===== src/rtl/multicycle_controller.sv =====
// Control FSM for the multicycle RV32I core: sequences fetch/decode/execute/writeback
// over one shared memory port and one ALU, and drives every datapath select and enable.
module multicycle_controller #(
    parameter int OP_W    = 7,
    parameter int STATE_W = 4
) (
    input  logic            clk,
    input  logic            rst,
    input  logic [OP_W-1:0] op,
    input  logic [2:0]      funct3,
    input  logic            funct7b5,
    input  logic            Zero,
    input  logic            MemReady,
    output logic [1:0]      ImmSrc,
    output logic            PCWrite,
    output logic            AdrSrc,
    output logic            MemWrite,
    output logic            IRWrite,
    output logic [1:0]      ResultSrc,
    output logic [1:0]      ALUSrcA,
    output logic [1:0]      ALUSrcB,
    output logic [2:0]      ALUControl,
    output logic            RegWrite,
    output logic            Illegal
);

    localparam logic [OP_W-1:0] OP_LW  = OP_W'(7'b0000011);
    localparam logic [OP_W-1:0] OP_SW  = OP_W'(7'b0100011);
    localparam logic [OP_W-1:0] OP_R   = OP_W'(7'b0110011);
    localparam logic [OP_W-1:0] OP_I   = OP_W'(7'b0010011);
    localparam logic [OP_W-1:0] OP_BEQ = OP_W'(7'b1100011);
    localparam logic [OP_W-1:0] OP_LUI = OP_W'(7'b0110111);

    typedef enum logic [STATE_W-1:0] {
        FETCH    = STATE_W'(0),
        DECODE   = STATE_W'(1),
        MEMADR   = STATE_W'(2),
        MEMREAD  = STATE_W'(3),
        MEMWB    = STATE_W'(4),
        MEMWRITE = STATE_W'(5),
        EXECUTER = STATE_W'(6),
        EXECUTEI = STATE_W'(7),
        ALUWB    = STATE_W'(8),
        BEQ      = STATE_W'(9),
        LUI      = STATE_W'(10),
        ILLEGAL  = STATE_W'(11)
    } state_t;

    state_t      r_state;
    state_t      w_state;
    logic [1:0]  w_aluOp;
    logic        w_pcWrite;
    logic        w_memWrite;
    logic        w_irWrite;
    logic        w_regWrite;
    logic        w_illegal;

    always_ff @(posedge clk) begin
        if (rst) begin
            r_state <= FETCH;
        end else begin
            case (r_state)
                FETCH:    r_state <= MemReady ? DECODE : FETCH;
                DECODE: begin
                    case (op)
                        OP_LW, OP_SW: r_state <= MEMADR;
                        OP_R:         r_state <= EXECUTER;
                        OP_I:         r_state <= EXECUTEI;
                        OP_BEQ:       r_state <= (funct3 == 3'b000) ? BEQ : ILLEGAL;
                        OP_LUI:       r_state <= LUI;
                        default:      r_state <= ILLEGAL;
                    endcase
                end
                MEMADR:   r_state <= (op == OP_LW) ? MEMREAD : MEMWRITE;
                MEMREAD:  r_state <= MemReady ? MEMWB : MEMREAD;
                MEMWRITE: r_state <= MemReady ? FETCH : MEMWRITE;
                EXECUTER: r_state <= ALUWB;
                EXECUTEI: r_state <= ALUWB;
                default:  r_state <= FETCH;
            endcase
        end
    end

    // During reset the selects show FETCH values while every enable is held low.
    always_comb begin
        w_state    = rst ? FETCH : r_state;
        w_aluOp    = 2'b00;
        w_pcWrite  = 1'b0;
        w_memWrite = 1'b0;
        w_irWrite  = 1'b0;
        w_regWrite = 1'b0;
        w_illegal  = 1'b0;
        AdrSrc     = 1'b0;
        ResultSrc  = 2'b00;
        ALUSrcA    = 2'b00;
        ALUSrcB    = 2'b00;
        case (w_state)
            FETCH: begin
                ALUSrcB   = 2'b10;
                ResultSrc = 2'b10;
                w_irWrite = MemReady;
                w_pcWrite = MemReady;
            end
            DECODE: begin
                ALUSrcA = 2'b01;
                ALUSrcB = 2'b01;
            end
            MEMADR: begin
                ALUSrcA = 2'b10;
                ALUSrcB = 2'b01;
            end
            MEMREAD: begin
                AdrSrc = 1'b1;
            end
            MEMWB: begin
                ResultSrc  = 2'b01;
                w_regWrite = 1'b1;
            end
            MEMWRITE: begin
                AdrSrc     = 1'b1;
                w_memWrite = 1'b1;
            end
            EXECUTER: begin
                ALUSrcA = 2'b10;
                w_aluOp = 2'b10;
            end
            EXECUTEI: begin
                ALUSrcA = 2'b10;
                ALUSrcB = 2'b01;
                w_aluOp = 2'b10;
            end
            ALUWB: begin
                w_regWrite = 1'b1;
            end
            BEQ: begin
                ALUSrcA   = 2'b10;
                w_aluOp   = 2'b01;
                w_pcWrite = Zero;
            end
            LUI: begin
                ResultSrc  = 2'b11;
                w_regWrite = 1'b1;
            end
            ILLEGAL: begin
                w_illegal = 1'b1;
            end
            default: begin
                ResultSrc = 2'b00;
            end
        endcase
        PCWrite  = w_pcWrite & ~rst;
        MemWrite = w_memWrite & ~rst;
        IRWrite  = w_irWrite & ~rst;
        RegWrite = w_regWrite & ~rst;
        Illegal  = w_illegal & ~rst;
    end

    always_comb begin
        case (op)
            OP_SW:   ImmSrc = 2'b01;
            OP_BEQ:  ImmSrc = 2'b10;
            OP_LUI:  ImmSrc = 2'b11;
            default: ImmSrc = 2'b00;
        endcase
    end

    // Subtract for R-type sub only; addi with Instr[30] set is still an add.
    always_comb begin
        ALUControl = 3'b000;
        case (w_aluOp)
            2'b01: ALUControl = 3'b001;
            2'b10: begin
                case (funct3)
                    3'b000:  ALUControl = (op[5] & funct7b5) ? 3'b001 : 3'b000;
                    3'b010:  ALUControl = 3'b101;
                    3'b110:  ALUControl = 3'b011;
                    3'b111:  ALUControl = 3'b010;
                    default: ALUControl = 3'b000;
                endcase
            end
            default: ALUControl = 3'b000;
        endcase
    end

endmodule


===== config.mk =====
export PLATFORM = sky130hd
export DESIGN_NAME = multicycle_controller
export DESIGN_NICKNAME = d
export VERILOG_FILES = /design/src/rtl/multicycle_controller.sv
export SDC_FILE = /design/constraint.sdc
export NUM_CORES = 1
export LEC_CHECK = 0
export ABC_CLOCK_PERIOD_IN_PS = 1550
export CELL_PAD_IN_SITES_DETAIL_PLACEMENT = 1
export CELL_PAD_IN_SITES_GLOBAL_PLACEMENT = 1
export CORE_MARGIN = 1
export CORE_UTILIZATION = 24
export CTS_BUF_LIST = sky130_fd_sc_hd__clkbuf_8
export CTS_CLUSTER_DIAMETER = 50
export DETAILED_ROUTE_END_ITERATION = 16
export PLACE_DENSITY_LB_ADDON = 0.1
export SYNTH_ARGS = -nofsm -noshare
export SYNTH_HDL_FRONTEND = slang
export SYNTH_SLANG_ARGS = --single-unit
export TNS_END_PERCENT = 20

===== constraint.sdc =====
create_clock -name clk -period 1.55 [get_ports clk]
set_input_delay 0.2325 -clock clk [delete_from_list [all_inputs] [get_ports clk]]
set_output_delay 0.2325 -clock clk [all_outputs]
set_load 0.005 [all_outputs]

# ---- Yosys cells after proc, flatten, opt, wreduce, memory -nomap -nowiden
# Cells that the tools add are included.
dict set report word_totals {
  regBits 4
  input_bits 15
  elab_cells 68
}
dict set report op_classes {
  eq_ne 28
  n_mux 22
  n_bitwise 7
  n_reduce_logical 10
}
# operator count
set ops {}
lappend ops {{== test 4 x 3 -> 1 bit, second input constant} 7}
lappend ops {{case mux 4 bit (6 select lines)} 1}
lappend ops {{== test 7 x 6 -> 1 bit, second input constant} 3}
lappend ops {{case mux 4 bit (5 select lines)} 1}
lappend ops {{== test 4 x 2 -> 1 bit, second input constant} 4}
lappend ops {{== test 4 bit, second input constant} 4}
lappend ops {{case mux 2 bit (2 select lines)} 3}
lappend ops {{case mux 2 bit (3 select lines)} 2}
lappend ops {{case mux 3 bit (4 select lines)} 1}
lappend ops {{2-to-1 mux 3 bit} 3}
lappend ops {{== test 4 x 1 -> 1 bit, second input constant} 2}
lappend ops {{logical NOT 4 bit} 2}
lappend ops {{OR reduction 2 bit} 4}
lappend ops {{== test 7 x 2 -> 1 bit, second input constant} 1}
lappend ops {{== test 7 x 5 -> 1 bit, second input constant} 1}
lappend ops {{== test 7 bit, second input constant} 1}
lappend ops {{2-to-1 mux 1 bit} 7}
lappend ops {{AND 1 bit} 6}
lappend ops {{== test 3 bit, second input constant} 2}
lappend ops {{case mux 3 bit (2 select lines)} 1}
lappend ops {{OR reduction 3 bit} 2}
lappend ops {{2-to-1 mux 4 bit} 1}
lappend ops {{OR reduction 4 bit} 1}
lappend ops {{== test 3 x 2 -> 1 bit, second input constant} 1}
lappend ops {{other kinds (6)} 6}

# ---- Depth between registers and ports, before layout
# Gate-level depths: netlist of the first run.
dict set report logic_depth {
  word_depth 6
  ltp_mapped 8
}

# ---- Worst setup path before layout of the first run
# No wires, ideal clock.
dict set report synth_timing {
  path_type {register -> output}
  from {reg r_state[2]}
  to {out ALUControl[2]}
  t_arrival_ns 1.454
  path_slack_ns -0.136
  stages_incl_launch_ff 7
  n_path_buf 1
  path_cell_list {dfxtp_1 > buf_2 > nand2b_1 > nor2_1 > nand2_1 > ha_1 > nor4_1}
}
dict set report synth_between {
  elab_chain_cells 6
}
# item line_no
set synth_rtl {}
lappend synth_rtl {{from (decl)} 49} ;# state_t r_state;
lappend synth_rtl {{from (signal assigned)} 63} ;# FETCH: r_state <= MemReady ? DECODE : FETCH;
lappend synth_rtl {{from (signal assigned)} 69} ;# OP_BEQ: r_state <= (funct3 == 3'b000) ? BEQ : ILLEGAL;
lappend synth_rtl {{from (signal assigned)} 74} ;# MEMADR: r_state <= (op == OP_LW) ? MEMREAD : MEMWRITE;
lappend synth_rtl {{2-to-1 mux 4 bit (*)} 86} ;# w_state = rst ? FETCH : r_state;
lappend synth_rtl {{== test 4 x 3 -> 1 bit} 97} ;# case (w_state)
lappend synth_rtl {{OR reduction 2 bit (no source line)} --}
lappend synth_rtl {{case mux 2 bit (2 select lines) (*)} 97}
lappend synth_rtl {{== test 2 bit or == test 2 x 1 -> 1 bit (tied branches)} 170} ;# case (w_aluOp)
lappend synth_rtl {{case mux 3 bit (2 select lines) (*)} 170}
lappend synth_rtl {{to (decl)} 22} ;# output logic [2:0] ALUControl,
# Mark *: on every way between the ends. The rest lies on a longest branch, timed or not.

# ---- Final worst setup path of the first run
dict set report layout_timing {
  from {reg r_state[1]}
  to {out PCWrite}
}
dict set report layout_between {
  elab_chain_cells 4
}
# item line_no
set layout_rtl {}
lappend layout_rtl {{2-to-1 mux 4 bit (*)} 86}
lappend layout_rtl {{== test 4 bit or logical NOT 4 bit (tied branches)} 97}
lappend layout_rtl {{case mux 1 bit (2 select lines) (*)} 97}
lappend layout_rtl {{AND 1 bit (*)} 151} ;# PCWrite = w_pcWrite & ~rst;
lappend layout_rtl {{to (decl)} 15} ;# output logic PCWrite,
# Marked as above.

==> key figures, run 1 <==
Final layout
  – Reg with most FFs: r_state
  – Number of nets in the layout: 185
  – Largest registers ranked by flip-flop count: r_state x4
  – Utilization of the core after routing: 58.28%
  – Most common library cell in the layout ignoring fill and taps: sky130_fd_sc_hd__buf_4
  – Layout overhead on the synthesized area: 128.5%
  – Share of layout cells above drive strength 1: 56.02%
  – Most frequent cells in the layout: 33 x sky130_fd_sc_hd__buf_4, 9 x sky130_fd_sc_hd__buf_2
  – Flip-flop count of the largest register, all copies and words added: 4
  – Antenna diodes: 0

Setup path
  – Worst Path Arrival: 1550 ps
  – Critical setup path kind: flop to output pin
  – Endpoint required time on the critical path: between 1000 and 1500 ps
  – Reg-to-reg critical path endpoint: r_state[1]
  – Crit Path Max Fanout: 6
  – Worst R2R Setup Slack: -40 ps
  – CP startpoint kind: flop
  – Element type at the critical path end: output pin
  – Crit Reg-Reg Startpoint: r_state[1]
  – Worst Reg2Reg Path Length in Cells: 6

Yosys
  – Sequential share of the synthesized area: ~13%
  – Number of different library cells in the post-synthesis netlist: 35
  – Yosys warnings: 0
  – Synth Flop Type: sky130_fd_sc_hd__dfxtp_1
  – Proportion of synthesized flip-flops having asynchronous set or reset: 0%
  – Netlist area before placement: between 600 and 700 µm²
  – Number of flops mapped to enable cells by yosys: 0
  – Flip-flop and latch count after synthesis: 4
  – Avg Cell Area, Syn: 6.448 µm²
  – Synthesized instance count: 98
  – Syn Nets: around 120

Min path
  – Number of cells on the worst hold path: 3
  – Start point of the worst hold path: r_state[2]
  – Hold crit path type: flop to flop
  – End point of the most critical hold path: r_state[3]

Placed design
  – DP HPWL: 2.038 mm
  – Number of I/O port buffers: 31
  – Routability Congestion: 0.8416

Drt
  – DRC Markers: 0
  – Count of antenna-violating nets left after detailed routing: 0
  – Overall via count from detail_route: between 900 and 1000
  – DRC violation total after the first TritonRoute iteration: 4
  – WL final: approximately 2.9 mm
  – Routed via count divided by cell count: slightly below 5
  – Routed wire length per instance: 14.81 µm
  – TritonRoute pass-1 iters: 4

Global route
  – Overflow left after global routing: 0
  – Met2 GRT Util: 45.83%
  – Met1 routing resource usage after global routing: 22.11%
  – Met3 Usage GRT: less than 1%
  – Largest net degree at the start of global routing: 11
  – Top Usage Layer GRT: met2
  – Initial antenna violation count: 0
  – Number of global-route vias before repair: approximately 1000
  – Wire length of the first global-routing pass: 4.491 mm
  – Total global-route track usage: 21.83%

Floorplan
  – Ports: 32
  – Die boundary height: roughly 53 µm
  – Die extent in x: 53.31 µm
  – Site row count: 18
  – Die Area: 2842 µm²
  – Initial core utilization: approximately 26%
  – Standard cell core area: 2477 µm²

STA
  – Setup-violating endpoint count in the final report: 13
  – Headroom to the max-slew limit: roughly 70%
  – Post-route setup slack: -235.9 ps
  – Fmax: 0.5599 GHz
  – Unrepaired setup endpoints after global routing: yes
  – Smallest hold slack: 679.0 ps
  – Slew at the pin with the worst max-slew slack: 444.6 ps
  – Final-report max-slew violation count: 0
  – Final critical-path required period: 1786 ps
  – Ratio of final minimum period to clock period: 115.2%
  – Hold violation count in the final report: 0
  – Clock skew: 0.8428 ps

Power and ir drop
  – Max VDD drop: 507.6 µV
  – P per Cell Area: between 900 and 1000 nW/µm²
  – Final Power: 1.319 mW
  – Leakage: 0.6400 nW

Clock network
  – TritonCTS clock tree: yes
  – Latest clock arrival within the worst-skew pair: roughly 210 ps
  – Maximum clock path buffer count: 2
  – Number of levels in the clock H-tree: 1
  – Number of buffers created by CTS: 3
  – Sinks on Clock Net: 4
  – Register clock-pin slew on the reported worst setup and hold paths: 30 ps
  – Buffer cell driving the clock tree root: sky130_fd_sc_hd__clkbuf_8

Run
  – Max_cap viols: 0

Run status
  – Violations in the final reports: negative setup slack
  – Status: complete, but fails checks
==> power breakdown <==
group          leakage (nW)  total, mW  switching (mW)  internal, mW
registers            0.0345      0.162          0.0286         0.134
logic                 0.584      0.943           0.426         0.518
clock network        0.0216      0.213          0.0482         0.165
total                 0.640       1.32           0.502         0.817
==> per-layer routing <==
layer | up-vias | routed length, µm
li1 | 484 | -
met1 | 455 | 1076
met2 | 25 | 1714
met3 | 4 | 81
met4 | 0 | 30
met5 | - | 0
==> Yosys cell counts, types with 2 or more instances <==
master	number	area share, %
sky130_fd_sc_hd__o21ai_0	4	3.2
sky130_fd_sc_hd__clkbuf_1	2	1.2
sky130_fd_sc_hd__or2_2	2	2.0
sky130_fd_sc_hd__nand2b_1	6	5.9
sky130_fd_sc_hd__nor2b_1	2	2.0
sky130_fd_sc_hd__dfxtp_1	4	13
sky130_fd_sc_hd__buf_2	3	2.4
sky130_fd_sc_hd__a31o_2	2	2.8
sky130_fd_sc_hd__nor4_1	4	4.0
sky130_fd_sc_hd__inv_1	8	4.8
sky130_fd_sc_hd__nor2_1	13	7.7
sky130_fd_sc_hd__nand2_1	11	6.5
sky130_fd_sc_hd__ha_1	2	4.0
sky130_fd_sc_hd__nor3_1	5	4.0
sky130_fd_sc_hd__a21oi_1	10	7.9
==> worst max path at each step <==
stage,start,to,cells after the start
floorplan,r_state[2],ALUControl[2],6
global placement,rst,ALUControl[2],6
detailed placement,rst,ALUControl[2],6
CTS,r_state[2],PCWrite,7
global route,r_state[2],PCWrite,7
finish,r_state[1],PCWrite,7
==> worst max-delay path: stages, from the launching register on <==
cell                      delay (ps)
sky130_fd_sc_hd__dfxtp_4         350
sky130_fd_sc_hd__buf_8           130
sky130_fd_sc_hd__buf_4           130
sky130_fd_sc_hd__nor4_4          220
sky130_fd_sc_hd__nand2_1         120
sky130_fd_sc_hd__buf_4           150
sky130_fd_sc_hd__a21oi_2         100
sky130_fd_sc_hd__buf_2           120
==> kinds of logic (layout without fill, tap and decap cells) <==
family / count (synthesis) / after routing / share of synthesized area [%]
flops: 4 / 4 / 12.67
xor+xnor: 2 / 2 / 2.773
fa+ha+maj: 2 / 2 / 3.960
simple gates: 53 / 53 / 48.12
buf+inv: 13 / 81 / 8.317
mux: 1 / 1 / 1.584
compound gates: 23 / 23 / 22.58
==> area by class of cell <==
class                   count  area (µm²)
well taps                  30       37.54
multi-input cells          81       670.6
fillers                   312        1033
inverters                   8       30.03
repair buffers             70       578.1
clock buffers               3       41.29
flip-flops and latches      4       86.33
==> timing repair <==
item                                    CTS  global route
buffers inserted                         10             2
gates resized for setup                  88            16
endpoints found under the setup margin   20            18
hold buffers                              0             0
pin swaps                                 9             4
==> per-stage QoR <==
stage	setup WS, ps	setup TNS (ps)	std cells	cell area, µm²
2_1_floorplan	6.752	0	98	681.9
3_3_place_gp	-778.9	-7111	181	1207
4_1_cts	-198.0	-986.9	194	1406
5_1_grt	-308.0	-2024	196	1444
6_report	-235.9	-1135	196	1444
3_5_place_dp	-807.0	-7410	181	1207
(Power assumes the default switching activity.)
==> run 2, diff against run 1 <==
- ABC_CLOCK_PERIOD_IN_PS: 1550 -> 1500
- clock period: 1.55 -> 1.5 ns (I/O delays scaled with it)
==> key figures, run 2 (synthesis results as in run 1) <==
Drt
  – TritonRoute pass-1 iters: 4 (unchanged)
  – Overall via count from detail_route: 957 (-1.1%)
  – WL met1: 1.055 mm (-2.0%)
  – Uppermost metal layer occupied by signal nets: met4
  – WL final: 2.772 mm (-4.5%)
  – Metal2 WL: 1.595 mm (-6.9%)
  – DRC Markers: 0 (unchanged)
  – Routed wire length per instance: 14.74 µm (-0.41%)
  – Count of antenna-violating nets left after detailed routing: 0 (unchanged)
  – DRC violation total after the first TritonRoute iteration: 10 (+6)
  – WL met3: 87 µm (+7.4%)
  – Routed via count divided by cell count: 5.090 (+3.1%)

STA
  – Final critical-path required period: 1718 ps
  – Ratio of final minimum period to clock period: 114.6%
  – Unrepaired setup endpoints after global routing: yes
  – Slew at the pin with the worst max-slew slack: 339.6 ps (-105.0 ps)
  – Final-report max-slew violation count: 0 (unchanged)
  – Setup-violating endpoint count in the final report: 11 (-2)
  – Fmax: about 0.58 GHz
  – Headroom to the max-slew limit: 77.12% (+7.1 points)
  – Post-route setup slack: -218.5 ps (+17.43 ps)
  – Hold violation count in the final report: 0 (unchanged)
  – Clock skew: 5.065 ps (+4.222 ps)
  – Setup TNS Final: -1166 ps (-31.35 ps)

Setup path
  – Critical setup path kind: flop to output pin
  – Worst Path Arrival: 1490 ps (-60 ps)
  – Worst setup startpoint: r_state[3]
  – Reg-to-reg critical path endpoint: r_state[2]
  – Worst Reg2Reg Path Length in Cells: 5 (-1)
  – CP startpoint kind: flop
  – Endpoint required time on the critical path: 1270 ps (-50 ps)
  – Element type at the critical path end: output pin
  – Worst R2R Setup Slack: 40 ps (+80 ps)
  – End point of the critical path: ALUControl[2]
  – Crit Path Max Fanout: 3 (-3)
  – Crit Reg-Reg Startpoint: r_state[2]

Clock network
  – Buffer cell driving the clock tree root: sky130_fd_sc_hd__clkbuf_8
  – Quantity of hold-fixing buffers added after cts: 0 (unchanged)
  – Latest clock arrival within the worst-skew pair: 220 ps (about the same)
  – Maximum clock path buffer count: 2 (unchanged)
  – Register clock-pin slew on the reported worst setup and hold paths: 40 ps (about the same)
  – Number of levels in the clock H-tree: 1 (unchanged)
  – Sinks on Clock Net: 4 (unchanged)
  – Number of buffers created by CTS: 3 (unchanged)
  – TritonCTS clock tree: yes

Power and ir drop
  – Max VDD drop: 529.2 µV (+4.3%)
  – Final Power: 1.305 mW (-1.1%)
  – Leakage: 0.5813 nW (-9.2%)
  – P per Cell Area: 944.7 nW/µm² (+3.4%)

Global route
  – Overflow left after global routing: 0 (unchanged)
  – Wire length of the first global-routing pass: 4.271 mm (-4.9%)
  – Total global-route track usage: 20.70% (-1.1 points)
  – Initial antenna violation count: 0 (unchanged)
  – Number of global-route vias before repair: 1003 (-0.99%)
  – Largest net degree at the start of global routing: 11 (unchanged)

Run status
  – Violations in the final reports: negative setup slack
  – Status: complete, but fails checks

Floorplan
  – Die extent in x: 53.31 µm (unchanged)
  – Die boundary height: 53.31 µm (unchanged)
  – Standard cell core area: 2477 µm² (unchanged)
  – Ports: 32 (unchanged)
  – Die Area: 2842 µm² (unchanged)
  – Site row count: 18 (unchanged)
  – Initial core utilization: 25.51% (unchanged)

Final layout
  – Filler cell count in the final layout: 313 (+0.32%)
  – Flip-flop count of the largest register, all copies and words added: 4 (unchanged)
  – Utilization of the core after routing: 55.76% (-2.5 points)
  – Largest registers ranked by flip-flop count: r_state x4
  – Number of nets in the layout: 177 (-4.3%)
  – Share of layout cells above drive strength 1: 54.43% (-1.6 points)
  – Reg with most FFs: r_state
  – Seq. cell area: 87.58 µm² (+1.4%)
  – Number of non-filler instances in the completed layout: 188 (-4.1%)
  – Most frequent cells in the layout: 26 x sky130_fd_sc_hd__buf_4, 10 x sky130_fd_sc_hd__nand2_1, 9 x sky130_fd_sc_hd__nor2_1, 9 x sky130_fd_sc_hd__buf_2
  – Area occupied by multi-input gates: 684.4 µm² (+2.1%)
  – Layout overhead on the synthesized area: 118.6%
  – Antenna diodes: 0 (unchanged)
  – Most common library cell in the layout ignoring fill and taps: sky130_fd_sc_hd__buf_4

Placed design
  – DP HPWL: 1.976 mm (-3.0%)
  – Pre-CTS setup slack: -846.1 ps (-39.07 ps)
  – Number of placed cells counting well taps: 180 (-0.55%)
  – Number of I/O port buffers: 31 (unchanged)
  – Routability Congestion: 0.8626 (+2.5%)

Min path
  – Hold crit path type: flop to flop

Run
  – Max_cap viols: 0 (unchanged)
## run 2: changes by cell type in the layout (fill, tap and decap cells not counted), sizes merged
cell           before  now
buf                50   41
clkdlybuf4s15       2    3
dlymetal6s2s        1    0
clkbuf              6    5
dlygate4sd2         6    8
## run 2: layout make-up
cell class | count | area share [%]
clock buffers | 3 | 2.989
inverters | 8 | 2.174
multi-input cells | 81 | 49.55
flip-flops and latches | 4 | 6.341
well taps | 30 | 2.717
repair buffers | 62 | 36.23
## run 2: worst max-delay path, cell delays in order (launching register included)
cell and delay (ps):
sky130_fd_sc_hd__dfxtp_2 340, sky130_fd_sc_hd__inv_1 60, sky130_fd_sc_hd__nor2_1 190, sky130_fd_sc_hd__nand2_2 110, sky130_fd_sc_hd__ha_4 240, sky130_fd_sc_hd__nor4_4 190
sky130_fd_sc_hd__buf_2 150
## run 2: per-layer routing
| metal | track usage [%] | vias to the layer above |
|---|---|---|
| met1 | 21.25 | 455 |
| met3 | 0.8621 | 5 |
| met2 | 42.71 | 28 |
| li1 | - | 469 |
| met4 | 7.018 | 0 |
| met5 | 0 | - |
## run 2: power by group
| group | internal, mW | switching, mW | total [mW] |
|---|---|---|---|
| Clock | 0.172 | 0.0631 | 0.235 |
| Sequential | 0.140 | 0.0301 | 0.171 |
| Combinational | 0.486 | 0.414 | 0.899 |
## run 2: timing repair
| action | in CTS | in global routing |
|---|---|---|
| resized for setup | 90 | 10 |
| endpoints found under the hold margin | 0 | 0 |
| pin swaps | 11 | 5 |
| buffers inserted | 4 | 1 |
| setup endpoints to repair | 20 | 16 |
## run 2: worst min path at each step
stage	start	slack [ps]	endpoint	depth (start not counted)
after floorplan	op[6]	440	r_state[3]	2
after global routing	r_state[2]	610	r_state[3]	2
after global placement	r_state[2]	590	r_state[3]	2
after detailed placement	r_state[2]	590	r_state[3]	2
after CTS	r_state[2]	590	r_state[3]	2
final	r_state[2]	600	r_state[3]	2
## run 2: stage by stage
step	hold slack [ps]	cell area [µm²]
floorplan	441.5	693.2
global placement	591.7	1207
detailed placement	594.3	1207
CTS	588.4	1355
global route	605.4	1381
finish	603.3	1381
